File: src/rtl/elevator_pkg.sv
// rtl/elevator_pkg.sv - shared state encoding, floor index width and call-search helpers
package elevator_pkg;

  typedef enum logic [1:0] {
    IDLE    = 2'd0,
    MOVE_UP = 2'd1,
    MOVE_DN = 2'd2,
    DOOR    = 2'd3
  } state_t;

  // Zero-based floor index; 3 bits covers up to 8 floors.
  localparam int FLOOR_W = 3;

  // Any latched call strictly above the given zero-based floor index.
  function automatic logic calls_above(input logic [7:0] calls, input logic [FLOOR_W-1:0] idx);
    logic r;
    r = 1'b0;
    for (int k = 0; k < 8; k++) begin
      if (calls[k] && (k > int'(idx))) r = 1'b1;
    end
    return r;
  endfunction

  // Any latched call strictly below the given zero-based floor index.
  function automatic logic calls_below(input logic [7:0] calls, input logic [FLOOR_W-1:0] idx);
    logic r;
    r = 1'b0;
    for (int k = 0; k < 8; k++) begin
      if (calls[k] && (k < int'(idx))) r = 1'b1;
    end
    return r;
  endfunction

endpackage

File: src/rtl/elev_timer.sv
// rtl/elev_timer.sv - loadable down-counter with enable and zero flag
module elev_timer #(
  parameter int W = 16
) (
  input  logic         clk,
  input  logic         rst,
  input  logic         load,
  input  logic         en,
  input  logic [W-1:0] load_val,
  output logic         zero
);

  logic [W-1:0] count;

  // Load has priority; otherwise count down and park at zero.
  always_ff @(posedge clk or posedge rst) begin
    if (rst) begin
      count <= '0;
    end else if (load) begin
      count <= load_val;
    end else if (en && (count != '0)) begin
      count <= count - W'(1);
    end
  end

  assign zero = (count == '0);

endmodule

File: src/rtl/elevator_scheduler.sv
// rtl/elevator_scheduler.sv - SCAN call scheduler and motion/door sequencer; DOOR_EXTEND_EN lets B[cur] hold the door open
module elevator_scheduler
  import elevator_pkg::*;
#(
  parameter int FLOORS        = 3,
  parameter int TRAVEL_CYCLES = 4,
  parameter int DOOR_CYCLES   = 3
) (
  input  logic              clk,
  input  logic              RESET,
  input  logic [FLOORS:1]   B,
  output logic [FLOORS:1]   O,
  output logic [FLOORS:1]   pend,
  output logic              motor_up,
  output logic              motor_dn,
  output logic              door_open,
  output logic              dir_up
);

  localparam int TW = 16;

  state_t               state, state_n;
  logic [FLOOR_W-1:0]   fidx, fidx_n;
  logic [FLOORS-1:0]    pend_r, pend_n, clr;
  logic [FLOORS-1:0]    onehot, up_mask, dn_mask;
  logic [7:0]           pend8;
  logic                 dir_r, dir_n;
  logic                 above, below;
  logic                 tr_load, tr_en, tr_zero;
  logic                 dr_load, dr_en, dr_zero;

  // Car position as a one-hot mask, plus masks of the neighbouring floors.
  assign onehot  = {{(FLOORS-1){1'b0}}, 1'b1} << fidx;
  assign up_mask = onehot << 1;
  assign dn_mask = onehot >> 1;

  // Pad pending calls to the helper width for the direction search.
  always_comb begin
    pend8 = '0;
    pend8[FLOORS-1:0] = pend_r;
  end

  assign above = calls_above(pend8, fidx);
  assign below = calls_below(pend8, fidx);

  elev_timer #(.W(TW)) u_travel (
    .clk      (clk),
    .rst      (RESET),
    .load     (tr_load),
    .en       (tr_en),
    .load_val (TW'(TRAVEL_CYCLES - 1)),
    .zero     (tr_zero)
  );

  elev_timer #(.W(TW)) u_door (
    .clk      (clk),
    .rst      (RESET),
    .load     (dr_load),
    .en       (dr_en),
    .load_val (TW'(DOOR_CYCLES - 1)),
    .zero     (dr_zero)
  );

  // Next state, floor step, direction, timer control and call clearing.
  always_comb begin
    state_n = state;
    fidx_n  = fidx;
    dir_n   = dir_r;
    clr     = '0;
    tr_load = 1'b0;
    tr_en   = 1'b0;
    dr_load = 1'b0;
    dr_en   = 1'b0;
    case (state)
      IDLE: begin
        if ((pend_r & onehot) != '0) begin
          state_n = DOOR;
          dr_load = 1'b1;
          clr     = onehot;
        end else if (above && (dir_r || !below)) begin
          state_n = MOVE_UP;
          dir_n   = 1'b1;
          tr_load = 1'b1;
        end else if (below) begin
          state_n = MOVE_DN;
          dir_n   = 1'b0;
          tr_load = 1'b1;
        end
      end
      MOVE_UP: begin
        if (tr_zero) begin
          fidx_n = fidx + FLOOR_W'(1);
          if ((pend_r & up_mask) != '0) begin
            state_n = DOOR;
            dr_load = 1'b1;
            clr     = up_mask;
          end else if (calls_above(pend8, fidx_n)) begin
            tr_load = 1'b1;
          end else begin
            state_n = IDLE;
          end
        end else begin
          tr_en = 1'b1;
        end
      end
      MOVE_DN: begin
        if (tr_zero) begin
          fidx_n = fidx - FLOOR_W'(1);
          if ((pend_r & dn_mask) != '0) begin
            state_n = DOOR;
            dr_load = 1'b1;
            clr     = dn_mask;
          end else if (calls_below(pend8, fidx_n)) begin
            tr_load = 1'b1;
          end else begin
            state_n = IDLE;
          end
        end else begin
          tr_en = 1'b1;
        end
      end
      DOOR: begin
        // The call at the open floor stays cleared while the door is open.
        clr = onehot;
`ifdef DOOR_EXTEND_EN
        if ((B & onehot) != '0) begin
          dr_load = 1'b1;
        end else if (dr_zero) begin
          state_n = IDLE;
        end else begin
          dr_en = 1'b1;
        end
`else
        if (dr_zero) begin
          state_n = IDLE;
        end else begin
          dr_en = 1'b1;
        end
`endif
      end
      default: state_n = IDLE;
    endcase
    // Clearing the served floor wins over a simultaneous press there.
    pend_n = (pend_r | B) & ~clr;
  end

  // State, position, direction and call latch registers.
  always_ff @(posedge clk or posedge RESET) begin
    if (RESET) begin
      state  <= IDLE;
      fidx   <= '0;
      pend_r <= '0;
      dir_r  <= 1'b1;
    end else begin
      state  <= state_n;
      fidx   <= fidx_n;
      pend_r <= pend_n;
      dir_r  <= dir_n;
    end
  end

  assign O         = onehot;
  assign pend      = pend_r;
  assign dir_up    = dir_r;
  assign motor_up  = (state == MOVE_UP);
  assign motor_dn  = (state == MOVE_DN);
  assign door_open = (state == DOOR);

endmodule

File: config.mk
export PLATFORM = sky130hd
export DESIGN_NAME = elevator_scheduler
export DESIGN_NICKNAME = d
export VERILOG_FILES = /design/src/rtl/elevator_pkg.sv /design/src/rtl/elev_timer.sv /design/src/rtl/elevator_scheduler.sv
export SDC_FILE = /design/constraint.sdc
export NUM_CORES = 1
export LEC_CHECK = 0
export BUFFER_PORTS_ARGS = -buffer_cell sky130_fd_sc_hd__buf_2
export CAP_MARGIN = 30
export CORE_AREA = 8 8 101 67
export CTS_BUF_LIST = sky130_fd_sc_hd__clkbuf_8
export DETAILED_ROUTE_END_ITERATION = 12
export DIE_AREA = 0 0 109 75
export GPL_TIMING_DRIVEN = 0
export PLACE_DENSITY = 0.66
export SYNTH_ARGS = -nofsm -noshare
export SYNTH_HDL_FRONTEND = slang
export SYNTH_SLANG_ARGS = --single-unit
export TNS_END_PERCENT = 100
File: constraint.sdc
create_clock -name clk -period 4.36 [get_ports clk]
set_input_delay 0.436 -clock clk [delete_from_list [all_inputs] [get_ports clk]]
set_output_delay 0.436 -clock clk [all_outputs]
set_load 0.05 [all_outputs]
==> impl_results.md <==
- Top FF cell, synth: dfrtp_1
- 1st-pass router iterations: 5
- Max-slew headroom: 0.436
- Max Clk Rate: 328 MHz
- PD cells: 827 mW/mm2
- Endpoints failing hold: 0
- Simple-gate share of the synthesized area: 0.234
- Mapped Area: 0.00254 mm2
- Clk_lat worst skew: 0.29 ns
- CP Launch Type: register
- DRT iter0 DRCs: 80
- Worst Skew: 0.00701 ns
- Min-delay worst type: in2async
- Setup repair after global routing missed its margin: false
- Setup_tns: 0 ns
- Xor/xnor share of the synthesized area: 0.114
- CTS Hold Bufs: 0
- Main combinational cell family by area after synthesis: simple AND/OR/NAND/NOR gates
- Avg Vias per Cell: 5.39
- Max-slew violation count: 0
- ANT nets after route: 0
- Total number of vias: 1996
- Initial core utilization: 0.481
- Synth async-reset ratio: 1.00
- Endpoints failing setup: 0
- Ports: 15
- Max_cap viols: 0
- Yosys cell types: 57
- Final Cycle Share: 0.698
- Drt drc: 0
- First-pass GRT wire length: 9.15 mm
- Root Buffer: clkbuf_8
- Antenna Diode Count: 0
- Slowest stage delay, CP: 0.47 ns
- Routed WL: 5.18 mm
- Clock buffer depth: 2
- Post-CTS Setup Inserts: 0
- Kind of critical path: reg2reg
- Post-synthesis instance total: 279
- CP Capture Type: register
- Synth warn: 0
- Leak: 1.29 nW
- Global placer's final weighted congestion: 0.830
- CP dominant cell by count: nand3b_1
- Number of global-route vias before repair: 1937
- GRT Util Overall: 0.141
- Worst-Margin Slew: 0.845 ns
- Total CTS buffers: 5
- H-tree Lvls: 2
- Clock sink count: 41
- Seq cells post-synth: 41
- Compound-cell area share of the yosys netlist: 0.131
- Area grow syn2layout: 9.36%
- Largest net degree at the start of global routing: 42
- Die span in x: 109 um
- Post_cts resized: 0
- Row Count: 21
- Share of cells above drive strength 1: 0.130
- Dpl hpwl: 3.80 mm
- Multiplexer area fraction after synthesis: 0.0123
- Hold WS: 0.307 ns
- CTS tree: done
- Outcome: complete, no violations
- Grt total ovfl: 0
- Final-stage net count: 317
- CP max-delay cell: a2111o_1
- Crit path time final: 3.04 ns
- Worst Path Required: 4.54 ns
- CP Max Fanout: 10
- Crit path DAT: 3.22 ns
- Initial antenna violation count: 0
- Seq/Total Area, Yosys: 0.405
- CORE AREA: 0.00528 mm2
- IR drop worst, VDD: 0.351 mV
- Mapped Avg Cell Area: 9.10 um2
- Die area: 0.00818 mm2
- Syn_nets: 296
- Die Span Y: 75 um
- Routed length per instance: 14.0 um
- Synth Area in Adders: 0.0591
- Clk pin slew, worst setup/hold paths: 0.08 ns
- Post-synth EDFFs: 0
- PortBufs: 14
- PnR Total Power: 2.30 mW
- Worst-path cell chain: clkbuf_1, inv_1, ha_1, nand3b_1, a221oi_1, nand3b_1, a2111o_1, a21oi_4, buf_6, nor2_1
logic make-up after synthesis:
| group | after synthesis |
|---|---|
| XOR/XNOR | 33 |
| buffers and inverters | 28 |
| adder cells (fa/ha/maj) | 12 |
| multiplexers | 3 |
| AO/OA/AOI/OAI | 46 |
| AND/OR/NAND/NOR | 116 |
| flip-flops | 41 |
area by class of cell:
cell class	count	area, um2
Multi-Input combinational cell	210	1400
Tap cell	69	86.3
Buffer	11	51.3
Sequential cell	41	1030
Timing Repair Buffer	14	70.1
Clock inverter	3	12.5
Fill cell	484	2500
Clock buffer	5	68.8
Inverter	17	63.8
Yosys cell counts (2+ instances only):
cell,count,area [um2]
buf_2,2,10.0
ha_1,12,150
nor2_1,52,195
o2111ai_1,2,17.5
xor2_1,12,105
o211ai_1,2,15.0
nor4_1,5,31.3
nand3_1,6,30.0
nand4_1,2,12.5
nand2_1,14,52.6
a31oi_1,3,18.8
xnor2_1,21,184
o21ai_1,2,10.0
or2_2,2,12.5
o22ai_1,5,31.3
mux2i_1,2,20.0
a21o_1,2,15.0
and2_1,2,12.5
nand3b_1,3,22.5
dfrtp_1,40,1000
a21oi_1,6,30.0
nand2b_1,6,37.5
inv_1,17,63.8
clkbuf_1,8,30.0
nor2_2,2,12.5
nor3_1,9,45.0
or4_1,3,22.5
o21ai_0,8,40.0
report_power, final:
group	internal, mW	switching (mW)
Combinational	0.535	0.864
Clock	0.108	0.133
Sequential	0.520	0.136
registers in the layout (all words and copies together), names as in the netlist:
signal	flops
dir_up	1
fidx	3
pend	3
state	2
u_door.count	16
u_travel.count	16
critical path: cells and delay by family (launching register included):
family / cells / cell delay [ns]
AO/OA/AOI/OAI: 3 / 1.12
buffers and inverters: 3 / 0.64
adder cells (fa/ha/maj): 1 / 0.39
flip-flops: 1 / 0.38
AND/OR/NAND/NOR: 3 / 0.38
layer usage:
metal | track usage | vias up | share of wire
met5 | 0 | - | 0
met2 | 0.202 | 45 | 0.39
met1 | 0.200 | 938 | 0.53
met4 | 0.0452 | 0 | 0.0097
li1 | - | 1006 | -
met3 | 0.0393 | 7 | 0.068
worst paths after layout:
kind	startpoint	endpoint	slack, ns	cells after the start
min reg2reg	u_travel.count[1]$_DFFE_PP0P_	u_travel.count[1]$_DFFE_PP0P_	0.53	1
max in group asynchronous	RESET	fidx[1]$_DFFE_PP0P_	3.52	2
max reg2reg	fidx[0]$_DFFE_PP0P_	u_travel.count[8]$_DFFE_PP0P_	1.32	10
max	fidx[0]$_DFFE_PP0P_	u_travel.count[8]$_DFFE_PP0P_	1.32	10
min in group clk	B[2]	pend[2]$_DFF_PP0_	0.40	3
min	RESET	u_door.count[14]$_DFFE_PP0P_	0.31	2
cell usage in the layout (no fill, tap or decap), types with 3 or more instances in the layout:
master    instances
nor3_1            9
xor2_1           12
nand3b_1          3
dfrtp_1          40
nand2b_1          6
clkbuf_8          5
nand3_1           6
buf_2            16
xnor2_1          21
a31oi_1           3
clkbuf_1          8
nand2_1          14
o22ai_1           5
or4_1             3
a21oi_1           6
nor2_1           52
inv_1            18
o21ai_0           8
nor4_1            5
ha_1             12
through the flow:
| stage | setup slack, ns | util | cells | cell area, um2 |
|---|---|---|---|---|
| 6_report | 1.32 | 0.526 | 370 | 2780 |
| 3_5_place_dp | 1.37 | 0.510 | 362 | 2700 |
| 4_1_cts | 1.34 | 0.526 | 370 | 2780 |
| 3_3_place_gp | 1.36 | 0.510 | 362 | 2700 |
| 2_1_floorplan | 1.74 | - | 279 | 2540 |
| 5_1_grt | 1.11 | 0.526 | 370 | 2780 |
No activity file was read; power rests on OpenSTA's default activity.
